--- src/rtl/count_max_monitor.sv ---
// Observer for a MAX_VALUE up-counter. It checks that the count sequence is legal and
// reports HIT, TIMEOUT or JUMP events one record at a time over a valid/ready handshake.
module count_max_monitor #(
  parameter int unsigned WIDTH     = 4,
  parameter int unsigned MAX_VALUE = 8,
  parameter int unsigned TIMEOUT   = 32
) (
  input  logic             clk_i,
  input  logic             reset_i,
  input  logic [WIDTH-1:0] count_i,
  output logic             evt_valid_o,
  input  logic             evt_ready_i,
  output logic [1:0]       evt_code_o,
  output logic [7:0]       evt_cycles_o,
  output logic [7:0]       hit_total_o,
  output logic             busy_o
);

  typedef enum logic [1:0] {
    ST_IDLE   = 2'd0,
    ST_TRACK  = 2'd1,
    ST_REPORT = 2'd2
  } state_t;

  localparam logic [1:0] EVT_NONE    = 2'd0;
  localparam logic [1:0] EVT_HIT     = 2'd1;
  localparam logic [1:0] EVT_TIMEOUT = 2'd2;
  localparam logic [1:0] EVT_JUMP    = 2'd3;

  localparam logic [WIDTH-1:0] MAX_C     = WIDTH'(MAX_VALUE);
  localparam logic [7:0]       TO_LAST_C = 8'(TIMEOUT - 1);

  state_t           state_q, state_d;
  logic [WIDTH-1:0] prev_q, prev_d;
  logic [7:0]       cycles_q, cycles_d;
  logic             evt_valid_q, evt_valid_d;
  logic [1:0]       evt_code_q, evt_code_d;
  logic [7:0]       evt_cycles_q, evt_cycles_d;
  logic [7:0]       hit_total_q, hit_total_d;
  logic             busy_q, busy_d;

  logic [WIDTH-1:0] prev_inc;
  logic [7:0]       cycles_inc;
  logic             is_jump, is_hit, is_timeout, evt_fire;
  logic [1:0]       det_code;
  logic             handshake;

  // The increment wraps naturally at WIDTH bits, so 2**WIDTH-1 -> 0 is a legal step.
  assign prev_inc   = prev_q + WIDTH'(1);
  assign cycles_inc = (cycles_q == 8'hFF) ? 8'hFF : cycles_q + 8'd1;

  assign is_jump    = (count_i != prev_q) && (count_i != prev_inc);
  assign is_hit     = (count_i == MAX_C);
  assign is_timeout = (cycles_q == TO_LAST_C);
  assign evt_fire   = is_jump || is_hit || is_timeout;
  assign handshake  = evt_valid_q && evt_ready_i;

  always_comb begin
    det_code = EVT_NONE;
    if (is_jump) begin
      det_code = EVT_JUMP;
    end else if (is_hit) begin
      det_code = EVT_HIT;
    end else if (is_timeout) begin
      det_code = EVT_TIMEOUT;
    end
  end

  always_ff @(posedge clk_i) begin
    if (reset_i) begin
      state_q      <= ST_IDLE;
      prev_q       <= '0;
      cycles_q     <= '0;
      evt_valid_q  <= 1'b0;
      evt_code_q   <= EVT_NONE;
      evt_cycles_q <= '0;
      hit_total_q  <= '0;
      busy_q       <= 1'b0;
    end else begin
      state_q      <= state_d;
      prev_q       <= prev_d;
      cycles_q     <= cycles_d;
      evt_valid_q  <= evt_valid_d;
      evt_code_q   <= evt_code_d;
      evt_cycles_q <= evt_cycles_d;
      hit_total_q  <= hit_total_d;
      busy_q       <= busy_d;
    end
  end

  always_comb begin
    state_d = state_q;
    case (state_q)
      ST_IDLE:   if (count_i == '0) state_d = ST_TRACK;
      ST_TRACK:  if (evt_fire) state_d = ST_REPORT;
      ST_REPORT: if (handshake) state_d = ST_IDLE;
      default:   state_d = ST_IDLE;
    endcase
  end

  // Datapath next-state; evt_code/evt_cycles are frozen for the whole REPORT stay.
  always_comb begin
    prev_d       = prev_q;
    cycles_d     = cycles_q;
    evt_valid_d  = evt_valid_q;
    evt_code_d   = evt_code_q;
    evt_cycles_d = evt_cycles_q;
    hit_total_d  = hit_total_q;
    case (state_q)
      ST_IDLE: begin
        if (count_i == '0) begin
          prev_d   = '0;
          cycles_d = '0;
        end
      end
      ST_TRACK: begin
        cycles_d = cycles_inc;
        if (evt_fire) begin
          evt_valid_d  = 1'b1;
          evt_code_d   = det_code;
          evt_cycles_d = cycles_inc;
        end else begin
          prev_d = count_i;
        end
      end
      ST_REPORT: begin
        if (handshake) begin
          evt_valid_d = 1'b0;
          evt_code_d  = EVT_NONE;
          if (evt_code_q == EVT_HIT) begin
            hit_total_d = hit_total_q + 8'd1;
          end
        end
      end
      default: begin
        evt_valid_d = 1'b0;
        evt_code_d  = EVT_NONE;
      end
    endcase
  end

  assign busy_d = (state_d != ST_IDLE);

  always_comb begin
    evt_valid_o  = evt_valid_q;
    evt_code_o   = evt_code_q;
    evt_cycles_o = evt_cycles_q;
    hit_total_o  = hit_total_q;
    busy_o       = busy_q;
  end

endmodule

--- config.mk ---
export PLATFORM = sky130hd
export DESIGN_NAME = count_max_monitor
export DESIGN_NICKNAME = d
export VERILOG_FILES = /design/src/rtl/count_max_monitor.sv
export SDC_FILE = /design/constraint.sdc
export NUM_CORES = 1
export LEC_CHECK = 0
export BUFFER_PORTS_ARGS = -buffer_cell sky130_fd_sc_hd__buf_4
export CAP_MARGIN = 20
export CORE_MARGIN = 2
export CORE_UTILIZATION = 35
export CTS_CLUSTER_SIZE = 10
export DETAILED_ROUTE_END_ITERATION = 12
export PLACE_DENSITY = 0.56
export SKIP_LAST_GASP = 1
export SYNTH_ARGS = -nofsm -noshare
export SYNTH_HDL_FRONTEND = slang
export SYNTH_SLANG_ARGS = --single-unit
--- constraint.sdc ---
create_clock -name clk_i -period 2.25 [get_ports clk_i]
set_clock_uncertainty 0.15 [all_clocks]
set_input_delay 0 -clock clk_i [delete_from_list [all_inputs] [get_ports clk_i]]
set_output_delay 0 -clock clk_i [all_outputs]
set_load 0.03 [all_outputs]
=== Word level (Yosys, flattened, before mapping) ===
Cells that the tools add are included.

* Bits in registers: 34
* Bits in latches: 0
* RAM bits: 0
* Bits in read-only memories: 0
* Input bits: 7
* Word-level logic and storage cells: 56
* Memories: 0

* Add/sub/neg operators: 3
* $mul: 0
* Divide/modulo/power cells: 0
* Magnitude comparators: 0
* Equal/unequal tests: 12
* Shift-type cells: 0
* Multiplexer cells: 19
* Bitwise gates (word level): 1
* Reductions and logical operators: 13

{| class="wikitable"
|+ Operators by type and width
! kind !! count
|-
| 8-bit by 1-bit adder with 8-bit output (second input constant) || 2
|-
| 2-bit 2-to-1 mux || 8
|-
| 8-bit 2-to-1 mux || 2
|-
| 8-bit one-hot mux with 2 select lines || 1
|-
| 2-bit one-hot mux with 3 select lines || 2
|-
| 3-bit AND reduction || 3
|-
| 8-bit by 5-bit == test with 1-bit output (second input constant) || 1
|-
| 8-bit == test (second input constant) || 1
|-
| 4-bit 2-to-1 mux || 2
|-
| 2-bit != test (second input constant) || 4
|-
| 4-bit != test || 2
|-
| 4-bit one-hot mux with 2 select lines || 1
|-
| 4-bit by 1-bit adder with 4-bit output (second input constant) || 1
|-
| 2-bit by 1-bit == test with 1-bit output (second input constant) || 2
|-
| 4-bit == test (second input constant) || 1
|-
| 4-bit logical NOT || 1
|-
| 2-bit AND reduction || 2
|-
| 2-bit nonzero test || 2
|-
| 1-bit one-hot mux with 3 select lines || 1
|-
| 2-bit == test (second input constant) || 1
|-
| 1-bit logical AND || 2
|-
| 2-bit logical NOT || 1
|-
| 1-bit logical OR || 2
|-
| 1-bit 2-to-1 mux || 2
|-
| 1-bit inverter || 1
|}

=== Logic depth before layout (Yosys ltp) ===
* Depth in word-level cells: 8
* Gate-level depth with buffers: 6

=== Least setup slack after synthesis ===
Ideal clock, no wire load.

* Path kind: register -> register
* Start point: reg cycles_q[0]
* End point: reg evt_cycles_q[0], in the netlist evt_cycles_o[0]
* Library setup time: 0.116 ns
* Data arrival time: 1.779 ns
* Required time: 1.984 ns
* Slack: 0.205 ns
* Cell stages (with the launch flop): 7
* Cells stage by stage: dfxtp_1 ha_1 nand4_1 o21bai_2 nor4b_2 a2111oi_0 a31o_2

* Longest elaborated chain between the ends: 3
* Elaborated cells between the ends (all ways): 6

{| class="wikitable"
|+ Ends and longest elaborated chain
! what !! RTL line !! text
|-
| start: declaration || 35 || <nowiki>logic [7:0] cycles_q, cycles_d;</nowiki>
|-
| start signal: assignment || 82 || <nowiki>cycles_q <= cycles_d;</nowiki>
|-
| branches (longest 3 deep; another with 8-bit by 1-bit adder with 8-bit output) || n/a ||
|-
| end signal: assignment || 85 || <nowiki>evt_cycles_q <= evt_cycles_d;</nowiki>
|-
| end: declaration || 38 || <nowiki>logic [7:0] evt_cycles_q, evt_cycles_d;</nowiki>
|}

Parallel ways; which one is timed is not known.
A chain may end at the register's enable or synchronous reset.

=== Final worst setup path ===
* Start point: reg prev_q[0]
* End point: reg evt_cycles_q[3], in the netlist evt_cycles_o[3]

* Longest elaborated chain between the ends: 6
* Elaborated cells between the ends (all ways): 7

{| class="wikitable"
|+ Ends and longest elaborated chain
! what !! RTL line !! text
|-
| start: declaration || 34 || <nowiki>logic [WIDTH-1:0] prev_q, prev_d;</nowiki>
|-
| start signal: assignment || 81 || <nowiki>prev_q <= prev_d;</nowiki>
|-
| 4-bit by 1-bit adder with 4-bit output || 49 || <nowiki>assign prev_inc = prev_q + WIDTH'(1);</nowiki>
|-
| 4-bit != test || 52 || <nowiki>assign is_jump = (count_i != prev_q) && (count_i != prev_inc);</nowiki>
|-
| 1-bit logical AND * || 52 ||
|-
| 1-bit logical OR * (2 in series) || 55 || <nowiki>assign evt_fire = is_jump || is_hit || is_timeout;</nowiki>
|-
| 2-bit AND reduction (no line) * || n/a ||
|}

Every way passes the cells marked *; elsewhere a longest branch is shown, timed or not.

==> flow_summary.toml <==
[global_routing]
grt_pass1_wl_um = 6780
grt_pass1_vias = 1443
grt_max_degree = 31
grt_antenna_before_repair = 0
grt.overflow.total = 0
grt.total_usage = 0.165

[clocking]
cts_root_buffer = "sky130_fd_sc_hd__clkbuf_8"
clk_path_buf_depth = 2
tritoncts.num_buffers = 5
cts.sink_count = 34
clk_pin_slew_ns = 0.07
tritoncts_clock_tree = "yes"
insertion_delay_ns = 0.29
cts_htree_levels = 2
cts_setup_buffers = 0

[yosys]
synth_mux_area_frac = 0.0366
synth_area_per_cell_um2 = 8.60
async_reset_ff_frac = 0
yosys.area_share.adder = 0.0224
syn_area_um2 = 1680
ys_seq_elements = 34
ys_warn_count = 0
combinational_family_with_the_most_area_after_synthesis = "simple AND/OR/NAND/NOR gates"
post_synthesis_simple_gate_area_fraction = 0.226
synth_top_cell_area_share = 0.406
mappedNetlistNets = 205
post_synth_inst_count = 195
ys_dominant_reg_cell = "sky130_fd_sc_hd__dfxtp_1"
ys_seq_area_frac = 0.406
synth.top_cells.by_area = "sky130_fd_sc_hd__dfxtp_1, sky130_fd_sc_hd__o21ai_0, sky130_fd_sc_hd__nor2_1, sky130_fd_sc_hd__xor2_1, sky130_fd_sc_hd__a21oi_1"
netlist.top_cell.by_area = "sky130_fd_sc_hd__dfxtp_1"
synth-edff-count = 0
synthXorXnorAreaFrac = 0.0881
synth_compound_area_frac = 0.194
synth.distinct_cells = 45

[power]
static-leakage-power_nw = 0.857
finalPower_w = 0.00116
power_density_nw_per_um2 = 542
peakVddDrop_mv = 0.246

[critical_path]
critPathKind = "reg2reg"
worst_r2r_src = "prev_q[0]"
setup.worst_path.start = "prev_q[0]"
path_max_fanout = 6
cp_num_buf_inv = 1
cpMaxStageDelayCell = "sky130_fd_sc_hd__dfxtp_1"
worstSetupEndpoint = "evt_cycles_o[3]"
worst-r2r-cell-count = 6
worst_path_dominant_cell_family = "compound AO/OA/AOI/OAI gates"
critical_path.endpoint_type = "flop"
timing.rr.end = "evt_cycles_o[3]"
worst-r2r-setup-slack_ns = 0.05
slowest_delay_ns = 0.35
worst-path-stages = 6
path_cells = "ha_1 > xnor2_1 > o41a_1 > o21ai_1 > buf_4 > o311a_1"
setup.worst_path.start_class = "flop"
arrival_ns = 2.23
worst-endpoint-required_ns = 2.28

[drt]
detailedRoute.firstIterationViolations = 79
drt-total-wl_um = 4110
route.detailed.drc = 0
firstDrtPassIters = 4
final_antenna_net_count = 0
drt-wirelength-per-cell_um = 14.1
detailroute.via_count = 1550
vias_per_cell = 5.33

[timing]
setup_repair_after_global_routing_missed_its_margin = "yes"
fin_tns_setup_ns = 0
worst_slew_pin_slew_ns = 0.526
timing.slew.headroom = 0.648
fmax_mhz = 454
timing_max_transition_violations_final = 0
hold_ws_ns = 0.330
layout_worst_path_cycle_share = 0.978
period_minus_slack_ns = 2.20
setup_viol_count_final = 0
final_hold_viol_count = 0

[finish]
most-common-layout-cells = "sky130_fd_sc_hd__buf_4, sky130_fd_sc_hd__dfxtp_1, sky130_fd_sc_hd__nor2_1, sky130_fd_sc_hd__o21ai_0"
antenna_cells_inserted = 0
design.final.nets = 246
instances_no_fill = 291
final_layout_size_suffix_gt1_frac = 0.211
layout-area-overhead-vs-synth_pct = 28.0
mostFrequentLayoutCell = "sky130_fd_sc_hd__buf_4"

[placed_design]
numPlacedInstances = 277
post-dp-hpwl_um = 2800
buffer_ports.inserted = 26
gp_congestion = 0.765

[floorplanning]
initial_core_util = 0.360
fp.coreArea_um2 = 4660
floorplan.die_area_um2 = 5360
core.rowCount = 25
number_of_placed_i_o_pins = 27
die_x_um = 73.2
chipHeight_um = 73.2

[run]
drv.max_cap_violation_count = 0

[status]
status = "finished, final reports clean"

[min_path]
min-delay-path-class = "reg2reg"
[cells in the mapped netlist, types with 3 or more instances]
| cell | instances |
|---|---|
| sky130_fd_sc_hd__mux2i_1 | 5 |
| sky130_fd_sc_hd__and3_1 | 4 |
| sky130_fd_sc_hd__xor2_1 | 9 |
| sky130_fd_sc_hd__o21ai_0 | 17 |
| sky130_fd_sc_hd__ha_1 | 3 |
| sky130_fd_sc_hd__o211ai_1 | 4 |
| sky130_fd_sc_hd__nand2_1 | 15 |
| sky130_fd_sc_hd__a21oi_1 | 15 |
| sky130_fd_sc_hd__clkbuf_1 | 4 |
| sky130_fd_sc_hd__dfxtp_1 | 34 |
| sky130_fd_sc_hd__a31oi_1 | 3 |
| sky130_fd_sc_hd__nand4_1 | 7 |
| sky130_fd_sc_hd__nand3_1 | 6 |
| sky130_fd_sc_hd__or3_1 | 3 |
| sky130_fd_sc_hd__nor2_1 | 21 |
| sky130_fd_sc_hd__xnor2_1 | 6 |
[registers in the layout, indices dropped and copies added, names as in the netlist]
register / cells
busy_o: 1
cycles_q: 8
evt_code_o: 2
evt_cycles_o: 8
evt_valid_o: 1
hit_total_o: 8
prev_q: 4
state_q: 2
[tightest hold or removal path, delay by kind of cell (launching register included)]
kind           cells  cell delay [ns]
flip-flops         1             0.31
AO/OA/AOI/OAI      2             0.12
[cell families (layout without fill, tap and decap cells)]
group                      Yosys count  in the layout
AOI/OAI and AO/OA                   53             53
xor gates and xnor gates            16             16
DFF                                 34             34
buffers and inverters               10             52
adders and majority gates            3              3
and+or+nand+nor                     73             73
muxes                                6              6
[what timing repair did]
item                       4_1_cts  5_1_grt
hold buffers                     6        0
setup endpoints to repair        0        8
hold endpoints to repair        28        0
gates resized for setup          0        3
[worst min path at each step]
stage	from	to	cells after the start
2_1_floorplan	count_i[0]	prev_q[0]	2
3_3_place_gp	count_i[3]	prev_q[3]	3
3_5_place_dp	count_i[3]	prev_q[3]	3
4_1_cts	evt_cycles_o[1]	evt_cycles_o[1]	2
5_1_grt	evt_cycles_o[1]	evt_cycles_o[1]	2
6_report	evt_cycles_o[1]	evt_cycles_o[1]	2
[where the power goes]
part | switching, W | internal (W)
registers | 0.00000334 | 0.000606
logic | 0.0000478 | 0.0000339
clock network | 0.000226 | 0.000247
[layer usage]
layer,track usage,part of all wire,vias to the layer above
li1,-,-,795
met3,0.0497,0.037,7
met1,0.220,0.48,723
met4,0.0761,0.018,0
met5,0,0,-
met2,0.244,0.46,25
[final cells by class]
type | instances | area [um^2]
fillers | 453 | 2510
well taps | 54 | 67.6
multi-input cells | 151 | 972
repair buffers | 41 | 323
inverters | 3 | 11.3
flip-flops and latches | 34 | 681
clock inverters | 1 | 5.00
clock buffers | 7 | 86.3
[stage by stage]
stage	worst slack, ns	utilization	cell area (um^2)
floorplan	0.205	-	1680
global placement	0.0910	0.423	1970
detailed placement	0.0734	0.423	1970
CTS	0.0568	0.456	2120
global route	-0.0468	0.460	2150
finish	0.0488	0.460	2150
(Power assumes the default switching activity.)
